$ cat config.mk
export PLATFORM = sky130hd
export DESIGN_NAME = pc_gen
export DESIGN_NICKNAME = d
export VERILOG_FILES = /design/src/rtl/pc_gen_pkg.sv /design/src/rtl/pc_redirect_arb.sv /design/src/rtl/pc_gen.sv
export SDC_FILE = /design/constraint.sdc
export NUM_CORES = 1
export LEC_CHECK = 0
export CORE_MARGIN = 2
export CORE_UTILIZATION = 56
export CTS_CLUSTER_SIZE = 30
export DETAILED_ROUTE_END_ITERATION = 10
export PLACE_DENSITY = 0.84
export SYNTH_ARGS = -nofsm -noshare
export SYNTH_HDL_FRONTEND = slang
export SYNTH_HIERARCHICAL = 1
export SYNTH_SLANG_ARGS = --single-unit
$ cat constraint.sdc
create_clock -name clk -period 6.3 [get_ports clk]
set_clock_uncertainty 0.05 [all_clocks]
set_input_delay 1.89 -clock clk [delete_from_list [all_inputs] [get_ports clk]]
set_output_delay 1.89 -clock clk [all_outputs]
set_load 0.02 [all_outputs]
$ cat src/rtl/pc_gen_pkg.sv
// pc_gen_pkg: shared constants for the program-counter generator.
//   - FSM state encodings (BOOT / RUN / HOLD)
//   - branch and chip-enable levels
//   - sequential step sizes
//   - dropped_bits(): reports whether target alignment discards set bits
package pc_gen_pkg;

    typedef enum logic [1:0] {
        ST_BOOT = 2'b00,
        ST_RUN  = 2'b01,
        ST_HOLD = 2'b10
    } pc_state_e;

    localparam logic BRANCH_ON    = 1'b1;
    localparam logic BRANCH_OFF   = 1'b0;
    localparam logic CHIP_ENABLE  = 1'b1;
    localparam logic CHIP_DISABLE = 1'b0;

    localparam logic [2:0] STEP_2 = 3'd2;
    localparam logic [2:0] STEP_4 = 3'd4;

    // With compressed support only bit 0 is forced low; otherwise bits 1:0.
    function automatic logic dropped_bits(input logic [1:0] low_bits, input logic c_ext);
        logic res;
        if (c_ext) begin
            res = low_bits[0];
        end else begin
            res = |low_bits;
        end
        return res;
    endfunction

endpackage

$ cat src/rtl/pc_redirect_arb.sv
// pc_redirect_arb: combinational redirect arbitration and target alignment.
// Ports:
//   flush, flush_target       - trap redirect request and target
//   branch, branch_target     - branch/jump redirect request and target
//   pend_valid, pend_flush,
//   pend_target               - currently latched redirect (from pc_gen)
//   sel_valid                 - some redirect (new or pending) is available
//   sel_target                - winning target, alignment bits cleared
//   sel_misalign              - winning target had non-zero cleared bits
//   pend_wr, pend_wr_flush,
//   pend_wr_target            - what the pending register should capture
//                               if the pipeline is stalled this cycle
module pc_redirect_arb
    import pc_gen_pkg::*;
#(
    parameter int ADDR_W = 32,
    parameter int C_EXT  = 0
) (
    input  logic              flush,
    input  logic [ADDR_W-1:0] flush_target,
    input  logic              branch,
    input  logic [ADDR_W-1:0] branch_target,
    input  logic              pend_valid,
    input  logic              pend_flush,
    input  logic [ADDR_W-1:0] pend_target,
    output logic              sel_valid,
    output logic [ADDR_W-1:0] sel_target,
    output logic              sel_misalign,
    output logic              pend_wr,
    output logic              pend_wr_flush,
    output logic [ADDR_W-1:0] pend_wr_target
);

    localparam logic [ADDR_W-1:0] ALIGN_MASK = (C_EXT != 0) ?
        {{(ADDR_W-1){1'b1}}, 1'b0} : {{(ADDR_W-2){1'b1}}, 2'b00};

    logic [ADDR_W-1:0] raw_target_s;

    // Priority select: flush, then branch, then the latched redirect.
    always_comb begin
        sel_valid    = 1'b0;
        raw_target_s = {ADDR_W{1'b0}};
        if (flush) begin
            sel_valid    = 1'b1;
            raw_target_s = flush_target;
        end else if (branch == BRANCH_ON) begin
            sel_valid    = 1'b1;
            raw_target_s = branch_target;
        end else if (pend_valid) begin
            sel_valid    = 1'b1;
            raw_target_s = pend_target;
        end else begin
            sel_valid    = 1'b0;
            raw_target_s = {ADDR_W{1'b0}};
        end
    end

    // Alignment mask and dropped-bit detection on the winning target.
    always_comb begin
        sel_target   = raw_target_s & ALIGN_MASK;
        sel_misalign = sel_valid & dropped_bits(raw_target_s[1:0], (C_EXT != 0));
    end

    // Pending capture: a flush always overwrites; a branch never displaces a flush.
    always_comb begin
        pend_wr        = 1'b0;
        pend_wr_flush  = 1'b0;
        pend_wr_target = {ADDR_W{1'b0}};
        if (flush) begin
            pend_wr        = 1'b1;
            pend_wr_flush  = 1'b1;
            pend_wr_target = flush_target;
        end else if ((branch == BRANCH_ON) && !(pend_valid && pend_flush)) begin
            pend_wr        = 1'b1;
            pend_wr_flush  = 1'b0;
            pend_wr_target = branch_target;
        end else begin
            pend_wr        = 1'b0;
            pend_wr_flush  = 1'b0;
            pend_wr_target = {ADDR_W{1'b0}};
        end
    end

endmodule

$ cat src/rtl/pc_gen.sv
// pc_gen: instruction fetch program-counter generator.
// Ports:
//   clk, rst (async, active-low)
//   flush_i / flush_target_i     - trap redirect (highest priority)
//   branch_flag_i / branch_target_i - branch/jump redirect
//   stall_i                      - pipeline stall, pc holds
//   inst_len16_i                 - current instruction is 16-bit (C_EXT=1 only)
//   fetch_ready_i                - instruction memory accepts pc
//   pc, ce, pc_valid_o           - registered fetch request
//   misalign_o                   - one-cycle pulse when a loaded target lost set bits
// Redirects seen while stalled are parked in a pending register (state HOLD)
// and applied on the first unstalled cycle.
module pc_gen
    import pc_gen_pkg::*;
#(
    parameter int                ADDR_W    = 32,
    parameter logic [ADDR_W-1:0] RESET_VEC = {ADDR_W{1'b0}},
    parameter int                C_EXT     = 0
) (
    input  logic              clk,
    input  logic              rst,
    input  logic              flush_i,
    input  logic [ADDR_W-1:0] flush_target_i,
    input  logic              branch_flag_i,
    input  logic [ADDR_W-1:0] branch_target_i,
    input  logic              stall_i,
    input  logic              inst_len16_i,
    input  logic              fetch_ready_i,
    output logic [ADDR_W-1:0] pc,
    output logic              ce,
    output logic              pc_valid_o,
    output logic              misalign_o
);

    pc_state_e         state_r, state_nxt_s;
    logic [ADDR_W-1:0] pc_r, pc_nxt_s;
    logic              ce_r, ce_nxt_s;
    logic              pc_valid_r, pc_valid_nxt_s;
    logic              misalign_r, misalign_nxt_s;
    logic              pend_valid_r, pend_valid_nxt_s;
    logic              pend_flush_r, pend_flush_nxt_s;
    logic [ADDR_W-1:0] pend_target_r, pend_target_nxt_s;

    logic [ADDR_W-1:0] step_s;
    logic              redirect_req_s;
    logic              handshake_s;
    logic              sel_valid_s;
    logic [ADDR_W-1:0] sel_target_s;
    logic              sel_misalign_s;
    logic              pend_wr_s;
    logic              pend_wr_flush_s;
    logic [ADDR_W-1:0] pend_wr_target_s;

    pc_redirect_arb #(
        .ADDR_W (ADDR_W),
        .C_EXT  (C_EXT)
    ) u_arb (
        .flush          (flush_i),
        .flush_target   (flush_target_i),
        .branch         (branch_flag_i),
        .branch_target  (branch_target_i),
        .pend_valid     (pend_valid_r),
        .pend_flush     (pend_flush_r),
        .pend_target    (pend_target_r),
        .sel_valid      (sel_valid_s),
        .sel_target     (sel_target_s),
        .sel_misalign   (sel_misalign_s),
        .pend_wr        (pend_wr_s),
        .pend_wr_flush  (pend_wr_flush_s),
        .pend_wr_target (pend_wr_target_s)
    );

    assign redirect_req_s = flush_i | (branch_flag_i == BRANCH_ON);
    assign handshake_s    = pc_valid_r & fetch_ready_i & ~stall_i;

    // Sequential step size: 2 only for a 16-bit instruction with compressed support.
    always_comb begin
        step_s = {{(ADDR_W-3){1'b0}}, STEP_4};
        if ((C_EXT != 0) && inst_len16_i) begin
            step_s = {{(ADDR_W-3){1'b0}}, STEP_2};
        end else begin
            step_s = {{(ADDR_W-3){1'b0}}, STEP_4};
        end
    end

    // FSM state register.
    always_ff @(posedge clk or negedge rst) begin
        if (!rst) begin
            state_r <= ST_BOOT;
        end else begin
            state_r <= state_nxt_s;
        end
    end

    // FSM next-state logic.
    always_comb begin
        state_nxt_s = state_r;
        case (state_r)
            ST_BOOT: state_nxt_s = ST_RUN;
            ST_RUN: begin
                if (stall_i && redirect_req_s) begin
                    state_nxt_s = ST_HOLD;
                end else begin
                    state_nxt_s = ST_RUN;
                end
            end
            ST_HOLD: begin
                if (!stall_i) begin
                    state_nxt_s = ST_RUN;
                end else begin
                    state_nxt_s = ST_HOLD;
                end
            end
            default: state_nxt_s = ST_BOOT;
        endcase
    end

    // FSM outputs: fetch request is live in every state except BOOT.
    always_comb begin
        ce_nxt_s       = CHIP_DISABLE;
        pc_valid_nxt_s = 1'b0;
        case (state_nxt_s)
            ST_RUN, ST_HOLD: begin
                ce_nxt_s       = CHIP_ENABLE;
                pc_valid_nxt_s = 1'b1;
            end
            default: begin
                ce_nxt_s       = CHIP_DISABLE;
                pc_valid_nxt_s = 1'b0;
            end
        endcase
    end

    // PC, misalign pulse and pending-redirect next values.
    always_comb begin
        pc_nxt_s          = pc_r;
        misalign_nxt_s    = 1'b0;
        pend_valid_nxt_s  = pend_valid_r;
        pend_flush_nxt_s  = pend_flush_r;
        pend_target_nxt_s = pend_target_r;
        case (state_r)
            ST_BOOT: begin
                pc_nxt_s          = RESET_VEC;
                pend_valid_nxt_s  = 1'b0;
                pend_flush_nxt_s  = 1'b0;
                pend_target_nxt_s = {ADDR_W{1'b0}};
            end
            ST_RUN: begin
                if (stall_i) begin
                    if (pend_wr_s) begin
                        pend_valid_nxt_s  = 1'b1;
                        pend_flush_nxt_s  = pend_wr_flush_s;
                        pend_target_nxt_s = pend_wr_target_s;
                    end else begin
                        pend_valid_nxt_s  = pend_valid_r;
                    end
                end else if (sel_valid_s) begin
                    // A new redirect abandons the in-flight request.
                    pc_nxt_s       = sel_target_s;
                    misalign_nxt_s = sel_misalign_s;
                end else if (handshake_s) begin
                    pc_nxt_s = pc_r + step_s;
                end else begin
                    pc_nxt_s = pc_r;
                end
            end
            ST_HOLD: begin
                if (stall_i) begin
                    if (pend_wr_s) begin
                        pend_valid_nxt_s  = 1'b1;
                        pend_flush_nxt_s  = pend_wr_flush_s;
                        pend_target_nxt_s = pend_wr_target_s;
                    end else begin
                        pend_valid_nxt_s  = pend_valid_r;
                    end
                end else begin
                    pc_nxt_s          = sel_target_s;
                    misalign_nxt_s    = sel_misalign_s;
                    pend_valid_nxt_s  = 1'b0;
                    pend_flush_nxt_s  = 1'b0;
                    pend_target_nxt_s = {ADDR_W{1'b0}};
                end
            end
            default: begin
                pc_nxt_s         = RESET_VEC;
                pend_valid_nxt_s = 1'b0;
            end
        endcase
    end

    // Datapath and output registers; reset discards any pending redirect.
    always_ff @(posedge clk or negedge rst) begin
        if (!rst) begin
            pc_r          <= RESET_VEC;
            ce_r          <= CHIP_DISABLE;
            pc_valid_r    <= 1'b0;
            misalign_r    <= 1'b0;
            pend_valid_r  <= 1'b0;
            pend_flush_r  <= 1'b0;
            pend_target_r <= {ADDR_W{1'b0}};
        end else begin
            pc_r          <= pc_nxt_s;
            ce_r          <= ce_nxt_s;
            pc_valid_r    <= pc_valid_nxt_s;
            misalign_r    <= misalign_nxt_s;
            pend_valid_r  <= pend_valid_nxt_s;
            pend_flush_r  <= pend_flush_nxt_s;
            pend_target_r <= pend_target_nxt_s;
        end
    end

    assign pc         = pc_r;
    assign ce         = ce_r;
    assign pc_valid_o = pc_valid_r;
    assign misalign_o = misalign_r;

endmodule

==> metrics.txt <==
# TYPE chip_impl_metric gauge
chip_impl_info{name="outcome",value="finished, final reports clean"} 1
chip_impl_info{name="synth_area_leader_cell",value="dfrtp_1"} 1
chip_impl_metric{name="synth_edf_count",unit=""} 0
chip_impl_metric{name="leakagePower",unit="nW"} 2.49
chip_impl_metric{name="synth-seq-cells",unit=""} 70
chip_impl_metric{name="fmax",unit="MHz"} 220
chip_impl_metric{name="floorplan.die_area",unit="µm²"} 9830
chip_impl_info{name="min-delay-path-class",value="flip-flop to flip-flop"} 1
chip_impl_metric{name="chipWidth",unit="µm"} 99.1
chip_impl_metric{name="pin_count",unit=""} 106
chip_impl_metric{name="worst_skew_pair.late_latency",unit="ps"} 350
chip_impl_metric{name="total_track_usage",unit="%"} 30.1
chip_impl_metric{name="worst_setup_hold_path_clk_slew",unit="ps"} 80
chip_impl_metric{name="place.port_buffers",unit=""} 104
chip_impl_metric{name="register_area",unit="µm²"} 1750
chip_impl_info{name="regToRegEndpoint",value="pc[27]"} 1
chip_impl_metric{name="fraction_of_the_mapped_netlist_area_in_simple_logic_gates",unit="%"} 17.1
chip_impl_metric{name="timing.final.crit_share",unit="%"} 72.2
chip_impl_metric{name="fin_cells",unit=""} 767
chip_impl_metric{name="async_reset_ff_share",unit="%"} 100
chip_impl_metric{name="timing.slew.headroom",unit="%"} 37.0
chip_impl_metric{name="post-place-cells",unit=""} 752
chip_impl_metric{name="antennaDiodeCount",unit=""} 0
chip_impl_metric{name="holdWs",unit="ps"} 471
chip_impl_metric{name="die_span_y",unit="µm"} 99.1
chip_impl_metric{name="dpl_cell_area",unit="µm²"} 6000
chip_impl_metric{name="worst_ep_required_time",unit="ps"} 6540
chip_impl_metric{name="utilization",unit="%"} 71.0
chip_impl_metric{name="worst-endpoint-arrival",unit="ps"} 4790
chip_impl_metric{name="route.final.wire_length",unit="µm"} 14700
chip_impl_metric{name="seq_area_frac_synth",unit="%"} 34.6
chip_impl_metric{name="fillerInstances",unit=""} 696
chip_impl_metric{name="cts_sinks",unit=""} 70
chip_impl_metric{name="initialDrtViolationCount",unit=""} 333
chip_impl_metric{name="drtAntennaViolNets",unit=""} 0
chip_impl_metric{name="cellPowerDensity",unit="nW/µm²"} 381
chip_impl_metric{name="firstDrtPassIters",unit=""} 5
chip_impl_metric{name="cts_hold_buf",unit=""} 0
chip_impl_metric{name="cts-buffers-inserted",unit=""} 9
chip_impl_metric{name="reg_to_reg_slack_setup",unit="ps"} 3130
chip_impl_info{name="rsz0062_at_grt",value="false"} 1
chip_impl_metric{name="dpl.hpwl",unit="µm"} 10100
chip_impl_info{name="tritoncts",value="yes"} 1
chip_impl_metric{name="report.final.setup_viol",unit=""} 0
chip_impl_metric{name="syn_area_per_cell",unit="µm²"} 8.63
chip_impl_info{name="worst_path_max_delay_cell",value="nor2_1"} 1
chip_impl_metric{name="syn-instance-count",unit=""} 587
chip_impl_info{name="critical_path.startpoint",value="flush_i"} 1
chip_impl_metric{name="synth_mux_area_share",unit="%"} 0
chip_impl_metric{name="worst-slew-pin-transition",unit="ps"} 942
chip_impl_metric{name="grt_antenna_before_repair",unit=""} 0
chip_impl_metric{name="via_count",unit=""} 4985
chip_impl_info{name="startpoint_to_endpoint_class_of_the_critical_path",value="input port to flip-flop"} 1
chip_impl_metric{name="ir_worst_vdd",unit="mV"} 0.277
chip_impl_metric{name="core-area",unit="µm²"} 8760
chip_impl_metric{name="synth_top_area_share",unit="%"} 34.6
chip_impl_metric{name="wl_per_cell",unit="µm"} 19.1
chip_impl_metric{name="critical-path-max-stage-delay",unit="ps"} 650
chip_impl_metric{name="layout_cell_share_with_drive_strength_beyond_1",unit="%"} 14.0
chip_impl_metric{name="synth_compound_area_share",unit="%"} 36.9
chip_impl_metric{name="synthAdderAreaFrac",unit="%"} 1.48
chip_impl_metric{name="timing.critical_path.fanout_max",unit=""} 40
chip_impl_metric{name="maxSlewViolCount",unit=""} 0
chip_impl_info{name="layout.cells.most_common_list",value="clkdlybuf4s50_1 (101), nand2_1 (95), dfrtp_1 (70), a21oi_1 (55), inv_1 (41)"} 1
chip_impl_metric{name="wire_length_of_the_first_global_routing_pass",unit="µm"} 23700
chip_impl_info{name="most_frequent_standard_cell_in_the_layout_excluding_fill_and_tap_cells",value="clkdlybuf4s50_1"} 1
chip_impl_metric{name="clock_tree.buffer_depth",unit=""} 2
chip_impl_metric{name="max_cap_viol_count",unit=""} 0
chip_impl_metric{name="post-route-drc-count",unit=""} 0
chip_impl_info{name="crit_chain",value="buf_4 > or3_1 > nand2b_1 > nor2_1 > nand2_1 > or4b_1 > nand3_1"} 1
chip_impl_metric{name="multi_input_area",unit="µm²"} 2880
chip_impl_info{name="postSynth.topFlopCell",value="dfrtp_1"} 1
chip_impl_metric{name="clock_tree.htree_level_count",unit=""} 3
chip_impl_metric{name="layout_min_cycle_time",unit="ps"} 4550
chip_impl_metric{name="post_synth_num_cell_types",unit=""} 60
chip_impl_info{name="critical_path.startpoint_type",value="input port"} 1
chip_impl_metric{name="reg2reg_depth",unit=""} 6
chip_impl_info{name="synth_top_family_by_area",value="compound AO/OA/AOI/OAI gates"} 1
chip_impl_info{name="reg2reg_from",value="pend_valid_r"} 1
chip_impl_info{name="critPathCaptureType",value="flip-flop"} 1
chip_impl_metric{name="areaGrowthSynthToFinish",unit="%"} 22.8
chip_impl_metric{name="start_util",unit="%"} 57.8
chip_impl_metric{name="grt_start_max_net_pins",unit=""} 68
chip_impl_metric{name="layout.cell_area.non_filler",unit="µm²"} 6220
chip_impl_metric{name="layout.nets",unit=""} 732
chip_impl_metric{name="vias_in_the_first_global_route",unit=""} 4717
chip_impl_info{name="post_synth_main_area_contributors",value="dfrtp_1 (35%), a221oi_2 (8.6%), nand2_1 (7.0%)"} 1
chip_impl_info{name="endpoint",value="pc[27]"} 1
chip_impl_metric{name="ys_warn_count",unit=""} 6
chip_impl_metric{name="floorplan.rows",unit=""} 34
chip_impl_info{name="cts.root.buffer_cell",value="clkbuf_8"} 1
chip_impl_metric{name="post_cts_buffers",unit=""} 0
chip_impl_metric{name="grt_overflow",unit=""} 0
chip_impl_metric{name="place_congestion",unit=""} 0.914
chip_impl_metric{name="hold_viol_final",unit=""} 0
chip_impl_metric{name="finalSetupTns",unit="ps"} 0
chip_impl_metric{name="netlist_area",unit="µm²"} 5070
chip_impl_metric{name="drt-vias-per-instance",unit=""} 6.50
chip_impl_metric{name="postCtsResizedCells",unit=""} 0
chip_impl_metric{name="synth_xor_xnor_area_share",unit="%"} 1.04
## logic make-up after synthesis
family	count (synthesis)
AO/OA/AOI/OAI	229
AND/OR/NAND/NOR	179
buffers and inverters	96
flip-flops	70
XOR/XNOR	6
adder cells (fa/ha/maj)	6
other	1
## cell type report
type | instances | share of cell area, %
clock buffers | 12 | 2.49
repair buffers | 111 | 17.4
clock inverters | 3 | 1.09
well taps | 108 | 2.17
inverters | 41 | 2.47
flip-flops and latches | 70 | 28.1
multi-input cells | 422 | 46.3
## state kept, by name, indices dropped and copies added (netlist names)
name / cells
misalign_o: 1
pc: 32
pc_valid_o: 1
pend_flush_r: 1
pend_target_r: 32
pend_valid_r: 1
state_r: 2
## through the flow
stage	setup slack, ps	total power [mW]
floorplan	2300	1.49
global placement	1490	1.90
detailed placement	1430	1.94
CTS	1810	2.36
global route	1650	2.51
finish	1750	2.37
## routing by layer
layer	track usage (%)	vias to the layer above	wire [µm]
li1	-	2315	-
met2	47.5	255	6830
met5	0	-	0
met3	4.08	20	1210
met1	43.2	2395	6400
met4	9.48	0	214
## power by group
group,internal [mW],switching (mW)
logic,0.442,0.688
clock network,0.243,0.174
registers,0.616,0.207
total,1.30,1.07
## critical path, delay by kind of cell
kind	cells	cell delay (ps)
AND/OR/NAND/NOR	6	2620
buffers and inverters	1	260
## synth_stat cells, types with 5 or more instances
| cell | n |
|---|---|
| buf_2 | 16 |
| nor4_1 | 7 |
| buf_4 | 8 |
| a32o_1 | 32 |
| and4_1 | 5 |
| nand2_1 | 95 |
| o21ai_0 | 32 |
| clkbuf_1 | 25 |
| a22oi_1 | 10 |
| ha_1 | 6 |
| dfrtp_1 | 70 |
| nand3_1 | 12 |
| nand4_1 | 9 |
| nor2_1 | 20 |
| inv_1 | 41 |
| a21oi_1 | 55 |
| buf_6 | 5 |
| a21oi_2 | 29 |
| and3_1 | 5 |
| a221oi_2 | 29 |
| xnor2_1 | 5 |
## how the worst min path moves through the flow
stage                                  from                 to  slack [ps]  cells after the start
final                                 pc[1]              pc[1]         470                      1
after global placement                pc[1]              pc[1]         440                      1
after detailed placement              pc[1]              pc[1]         450                      1
after global routing                  pc[1]              pc[1]         500                      1
after CTS                             pc[1]              pc[1]         470                      1
after floorplan           pend_target_r[31]  pend_target_r[31]         450                      2
No activity file was read; power rests on OpenSTA's default activity.
